`config.mk`:
```
export PLATFORM = sky130hd
export DESIGN_NAME = operand_fetch_unit
export DESIGN_NICKNAME = d
export VERILOG_FILES = /design/src/rtl/operand_fetch_unit.sv
export SDC_FILE = /design/constraint.sdc
export NUM_CORES = 1
export LEC_CHECK = 0
export ABC_CLOCK_PERIOD_IN_PS = 5750
export CORE_MARGIN = 5
export CORE_UTILIZATION = 43
export DETAILED_ROUTE_END_ITERATION = 16
export GPL_TIMING_DRIVEN = 0
export PLACE_DENSITY = 0.87
export REMOVE_ABC_BUFFERS = 1
export SETUP_SLACK_MARGIN = 0.3
export SLEW_MARGIN = 10
export SYNTH_ARGS = -nofsm -noshare
export SYNTH_HDL_FRONTEND = slang
export SYNTH_SLANG_ARGS = --single-unit
```
`constraint.sdc`:
```
create_clock -name clk -period 5.75 [get_ports clk]
set_clock_uncertainty 0.1 [all_clocks]
set_input_delay 1.725 -clock clk [delete_from_list [all_inputs] [get_ports clk]]
set_output_delay 1.725 -clock clk [all_outputs]
set_load 0.1 [all_outputs]
```
`src/rtl/operand_fetch_unit.sv`:
```
// Operand fetch front-end for a 2R/1W register file: busy scoreboard, write-back forwarding, one-entry output stage.
// Latency: request accepted at edge N gives operands in cycle N+1. req_ready drops on RAW hazard or a full, unconsumed output stage.
module operand_fetch_unit #(
   parameter int DATA_WIDTH  = 32,
   parameter int ADDR_WIDTH  = 2,
   parameter int STALL_WIDTH = 16
) (
   input  logic                   clk,
   input  logic                   reset,
   input  logic                   req_valid,
   output logic                   req_ready,
   input  logic [ADDR_WIDTH-1:0]  req_src0,
   input  logic [ADDR_WIDTH-1:0]  req_src1,
   input  logic [ADDR_WIDTH-1:0]  req_dst,
   input  logic                   req_dst_en,
   input  logic                   wb_valid,
   input  logic [ADDR_WIDTH-1:0]  wb_register,
   input  logic [DATA_WIDTH-1:0]  wb_data,
   output logic [ADDR_WIDTH-1:0]  rf_read_register_port_0,
   output logic [ADDR_WIDTH-1:0]  rf_read_register_port_1,
   input  logic [DATA_WIDTH-1:0]  rf_read_data_port_0,
   input  logic [DATA_WIDTH-1:0]  rf_read_data_port_1,
   output logic [ADDR_WIDTH-1:0]  rf_write_register,
   output logic [DATA_WIDTH-1:0]  rf_write_data,
   output logic                   rf_write_enable,
   output logic                   rsp_valid,
   input  logic                   rsp_ready,
   output logic [DATA_WIDTH-1:0]  rsp_op0,
   output logic [DATA_WIDTH-1:0]  rsp_op1,
   output logic [ADDR_WIDTH-1:0]  rsp_dst,
   output logic                   rsp_dst_en,
   output logic [STALL_WIDTH-1:0] stall_count
);

   localparam int NUM_REGS = 1 << ADDR_WIDTH;
   localparam logic [STALL_WIDTH-1:0] STALL_ONE = 1;

   logic [NUM_REGS-1:0]   busy;
   logic [NUM_REGS-1:0]   busy_nxt;
   logic                  fwd0, fwd1, haz0, haz1, out_space, issue;
   logic [DATA_WIDTH-1:0] op0, op1;

   assign rf_read_register_port_0 = req_src0;
   assign rf_read_register_port_1 = req_src1;
   assign rf_write_register       = wb_register;
   assign rf_write_data           = wb_data;
   assign rf_write_enable         = wb_valid;

   always_comb begin
      fwd0      = wb_valid && (wb_register == req_src0);
      fwd1      = wb_valid && (wb_register == req_src1);
      op0       = fwd0 ? wb_data : rf_read_data_port_0;
      op1       = fwd1 ? wb_data : rf_read_data_port_1;
      // A write-back landing this cycle resolves the hazard it would otherwise cause
      haz0      = busy[req_src0] && !fwd0;
      haz1      = busy[req_src1] && !fwd1;
      out_space = !rsp_valid || rsp_ready;
      req_ready = !haz0 && !haz1 && out_space;
      issue     = req_valid && req_ready;
      busy_nxt  = busy;
      if (wb_valid)
         busy_nxt[wb_register] = 1'b0;
      // Set after clear: a new pending write outranks a concurrent write-back
      if (issue && req_dst_en)
         busy_nxt[req_dst] = 1'b1;
   end

   always_ff @(posedge clk) begin
      if (reset) begin
         busy        <= '0;
         rsp_valid   <= 1'b0;
         rsp_op0     <= '0;
         rsp_op1     <= '0;
         rsp_dst     <= '0;
         rsp_dst_en  <= 1'b0;
         stall_count <= '0;
      end else begin
         busy <= busy_nxt;
         if (issue) begin
            rsp_valid  <= 1'b1;
            rsp_op0    <= op0;
            rsp_op1    <= op1;
            rsp_dst    <= req_dst;
            rsp_dst_en <= req_dst_en;
         end else if (rsp_ready) begin
            rsp_valid  <= 1'b0;
         end
         if (req_valid && !req_ready && (stall_count != '1))
            stall_count <= stall_count + STALL_ONE;
      end
   end

endmodule

```
* Word level (Yosys, flattened, before mapping)
Cells that the tools add are included.
Widths: inputs -> output; s select.
** Word-level totals
- Input bits :: 110
- Register bits after elaboration :: 88
- Output and inout bits :: 124
** Cells by class
- Bitwise operators :: 3
- Mux-type cells :: 14
- Reduce and logical (&&, ||, !) cells :: 20
- Equal/unequal tests :: 3
- Magnitude comparators :: 6
- $add $sub $neg :: 1
** Operators with widths (count)
- $mux 32 :: 2
- $add 16x1->16 const B :: 1
- $ne 16x16->1 const B :: 1
- $logic_and 1x1->1 :: 12
- $lt 2x3->1 const B :: 4
- $mux 4 :: 2
- $logic_not 1->1 :: 6
- $mux 1 :: 6
- $and 4x4->4 :: 1
- $bmux 1 s2 :: 2
- $demux 1 s2 :: 2
- $eq 2x2->1 :: 2
- $ge 2x1->1 const B :: 2
- $not 4->4 :: 1
- $or 4x4->4 :: 1
- $reduce_bool 2->1 :: 1
- $logic_or 1x1->1 :: 1

* Depth between registers and ports, before layout
- Word-level depth :: 10
- Depth in mapped cells :: 8
- Mapped depth without buffers :: 6

* Worst setup path after synthesis
No wires, ideal clock.
- Kind :: input port to output port
- From :: in req_src1[0]
- To :: out req_ready
- Path slack :: 0.896 ns
- Arrival :: 3.029 ns
- Stages on the path :: 4
- Path through :: mux4_2 > o31ai_1 > and3_4 > buf_2
** Between the ends
- Cells in the longest elaborated chain, start to end :: 7
- Elaborated cells on any way between the ends :: 9
- Classes of those cells :: 1 x eq/ne; 2 x mux; 6 x reduce/logical
** RTL lines
- start: declaration :: RTL line 13 : input logic [ADDR_WIDTH-1:0] req_src1,
- $eq 2x2->1 :: RTL line 51 : fwd1 = wb_valid && (wb_register == req_src1);
- $logic_and 1x1->1 :: RTL line 51
- $logic_not 1->1 :: RTL line 56 : haz1 = busy[req_src1] && !fwd1;
- $logic_and 1x1->1 * :: RTL line 56
- $logic_not 1->1 * :: RTL line 58 : req_ready = !haz0 && !haz1 && out_space;
- $logic_and 1x1->1 * (2 in series) :: RTL line 58
- end: declaration :: RTL line 11 : output logic req_ready,
Every way passes the cells marked *; elsewhere a longest branch is shown, timed or not. The select of a mux whose other input is x is not followed.

* Final worst setup path
- From :: in wb_register[0]
- To :: out rf_write_register[0]
** RTL lines
- start: declaration :: RTL line 17 : input logic [ADDR_WIDTH-1:0] wb_register,
- end: declaration :: RTL line 23 : output logic [ADDR_WIDTH-1:0] rf_write_register,
No word-level cell between the ends.

==> summary.txt <==
Status -> complete, no violations
CP startpoint -> wb_register[0]
Post-Syn Area -> 4450 µm²
Routed via count -> 4169
Cell total after placement -> 772
Core area -> 10200 µm²
CTS sink cnt -> 88
Highest clock rate -> 186 MHz
Most frequent cell on the critical path -> clkdlybuf4s50_1
FP Rows -> 37
Grt total ovfl -> 0
YS warnings -> 0
CP bufs+invs -> 2
Setup CP Type -> primary input to output pin
Die height -> 112 µm
Pwr dens -> 292 nW/µm²
CP startpoint kind -> primary input
Top FF cell, synth -> dfxtp_1
Simple-gate share of the synthesized area -> 14.5%
Mux share of post-synthesis cell area -> 17.6%
Total Routed Length -> 13800 µm
Register area share after synthesis -> 39.6%
Antenna-violating nets left -> 0
Max FO, Critical Path -> 7
Gpl congestion -> 0.823
Final setup fails -> 0
Diode count -> 0
Die width -> 112 µm
DRC viols -> 0
Root buf cell -> clkbuf_8
Commonest non-fill, non-tap cell in the layout -> clkdlybuf4s50_1
Share of the synthesized area in the top cell type -> 39.6%
Vias in the first global route -> 4451
First DRT Iteration DRCs -> 121
Fillcell total -> 794
Worst vdd ir -> 0.196 mV
Post-synth ARST share -> 0%
Measured slew at the worst slew-check pin -> 1040 ps
Startpoint of the worst hold path -> rsp_dst_en
XOR/XNOR Fraction of Synth Area -> 0.787%
I/O pins -> 234
Leakage -> 2.81 nW
Die ar. -> 12500 µm²
Area leader, netlist -> dfxtp_1
Worst slew margin -> 30.6%
Post-layout nets -> 759
CP peak stage delay -> 1190 ps
CTS tree -> yes
First-pass GRT wire length -> 22100 µm
Final Util -> 66.5%
Crit path max-delay cell type -> clkdlybuf4s50_1
Synthesized area per cell -> 9.37 µm²
Initial DRT Pass Iterations -> 4
Synth Area in Adders -> 0.281%
Antenna violations before repair -> 0
Worst-path clk slew -> 80 ps
Final Max Tran Viols -> 0
PortBufs -> 233
Initial Utilization -> 43.5%
Total track usage -> 21.6%
Critical Path Sink Type -> output pin
MaxCap Viol Count -> 0
Distinct cells, synth -> 41
Wire per inst -> 17.6 µm
Crit-path leading delay family -> buffers and inverters
Vias per cell -> 5.29
Post-CTS setup buffers -> 0
Final period utilization -> 93.4%
RSZ-0062 raised after global routing -> no
CTS H-tree depth -> 3
R2r startpoint -> busy[3]
Layout cells sized above 1 -> 7.52%
Synth Area in Compound Gates -> 16.1%
Fin area -> 6800 µm²
CP arrival -> 3550 ps
Main combinational cell family by area after synthesis -> multiplexers
Cts bufs inserted -> 9
#FFs+latches synth -> 88
Hpwl dp -> 10700 µm
Placed cell area -> 6580 µm²
Final Hold Fails -> 0
Largest net degree at the start of global routing -> 86
Power consumption -> 0.00199 W
Most frequent cells in the layout -> 231 x clkdlybuf4s50_1, 88 x dfxtp_1, 74 x nor2_1, 66 x mux2i_1, 55 x a211oi_1
Main area contributors after synthesis -> dfxtp_1 40%, mux2i_1 15%, a211oi_1 9.3%
Finished Layout Cells -> 788
Clock Path Buffers -> 2
Min Tclk post-route -> 5370 ps
Crit-path cells -> clkdlybuf4s50_1 -> clkdlybuf4s50_1
Synth Instances -> 475
Synth-to-Final Area Change -> 52.8%
Hold Slack -> 387 ps
Data required time at the worst endpoint -> 3920 ps
Number of synthesized flops with an enable pin -> 0
Hold Path Class -> register to register
Clk_lat worst skew -> 350 ps
[routing by layer]
layer	vias up	GRT usage, %	share of wire [%]
li1	2032	-	-
met1	1952	22.6	37
met2	164	39.4	52
met3	21	8.53	9.1
met4	0	6.57	1.9
met5	-	0	0
[flip-flops by register name, indices dropped and copies added, names as in the netlist]
name and flops:
rsp_op1 32, stall_count 16, rsp_op0 32, rsp_dst 2
rsp_dst_en 1, busy 4, rsp_valid 1
[cell type report]
type | count | area [µm²] | area share, %
multi-input combinational | 306 | 2230 | 32.8
sequential | 88 | 1760 | 25.9
clock inverter | 4 | 55.1 | 0.809
clock buffer | 11 | 141 | 2.08
timing repair buffer | 238 | 2430 | 35.7
tap | 136 | 170 | 2.50
inverter | 5 | 18.8 | 0.276
[cell usage after synthesis, drive strengths merged (3+ instances only)]
cell / n
or4: 5
nand2: 11
nor2: 74
mux2: 7
a21oi: 7
nand4: 5
nor4: 6
mux2i: 66
and3: 6
xor2: 4
dfxtp: 88
nand3: 4
o21ai: 3
o31ai: 9
clkbuf: 15
a211oi: 65
nor2b: 8
inv: 5
buf: 62
[through the flow]
step / TNS, ps / worst slack (ps)
final: 0 / 380
after global routing: 0 / 309
after CTS: 0 / 351
after detailed placement: -574 / -574
after global placement: -78990 / -1420
after floorplan: 0 / 174
[cell families after synthesis]
kind of cell | count (synthesis)
DFF | 88
AOI/OAI and AO/OA | 91
adders and majority gates | 1
xor gates and xnor gates | 4
buffers and inverters | 82
muxes | 75
and+or+nand+nor | 134
[report_power, final]
group	internal, W	switching, W	leakage, nW
clock	0.000212	0.000217	0.0956
combinational	0.000241	0.000630	1.99
sequential	0.000659	0.0000263	0.726
[path summary, 6_finish.rpt]
check / end / slack (ps) / cells after the start
max: rf_write_register[0] / 380 / 2
min: rsp_dst_en / 390 / 2
max reg2reg: rsp_op0[17] / 3210 / 6
min reg2reg: rsp_dst_en / 390 / 2
[repair_timing]
action | in CTS | in global routing
hold endpoints to repair | 0 | 0
setup endpoints to repair | 1 | 1
cloned | 1 | 0
gates resized for setup | 8 | 2
pin swaps | 1 | 0
hold buffers | 0 | 0
(Power assumes the default switching activity.)
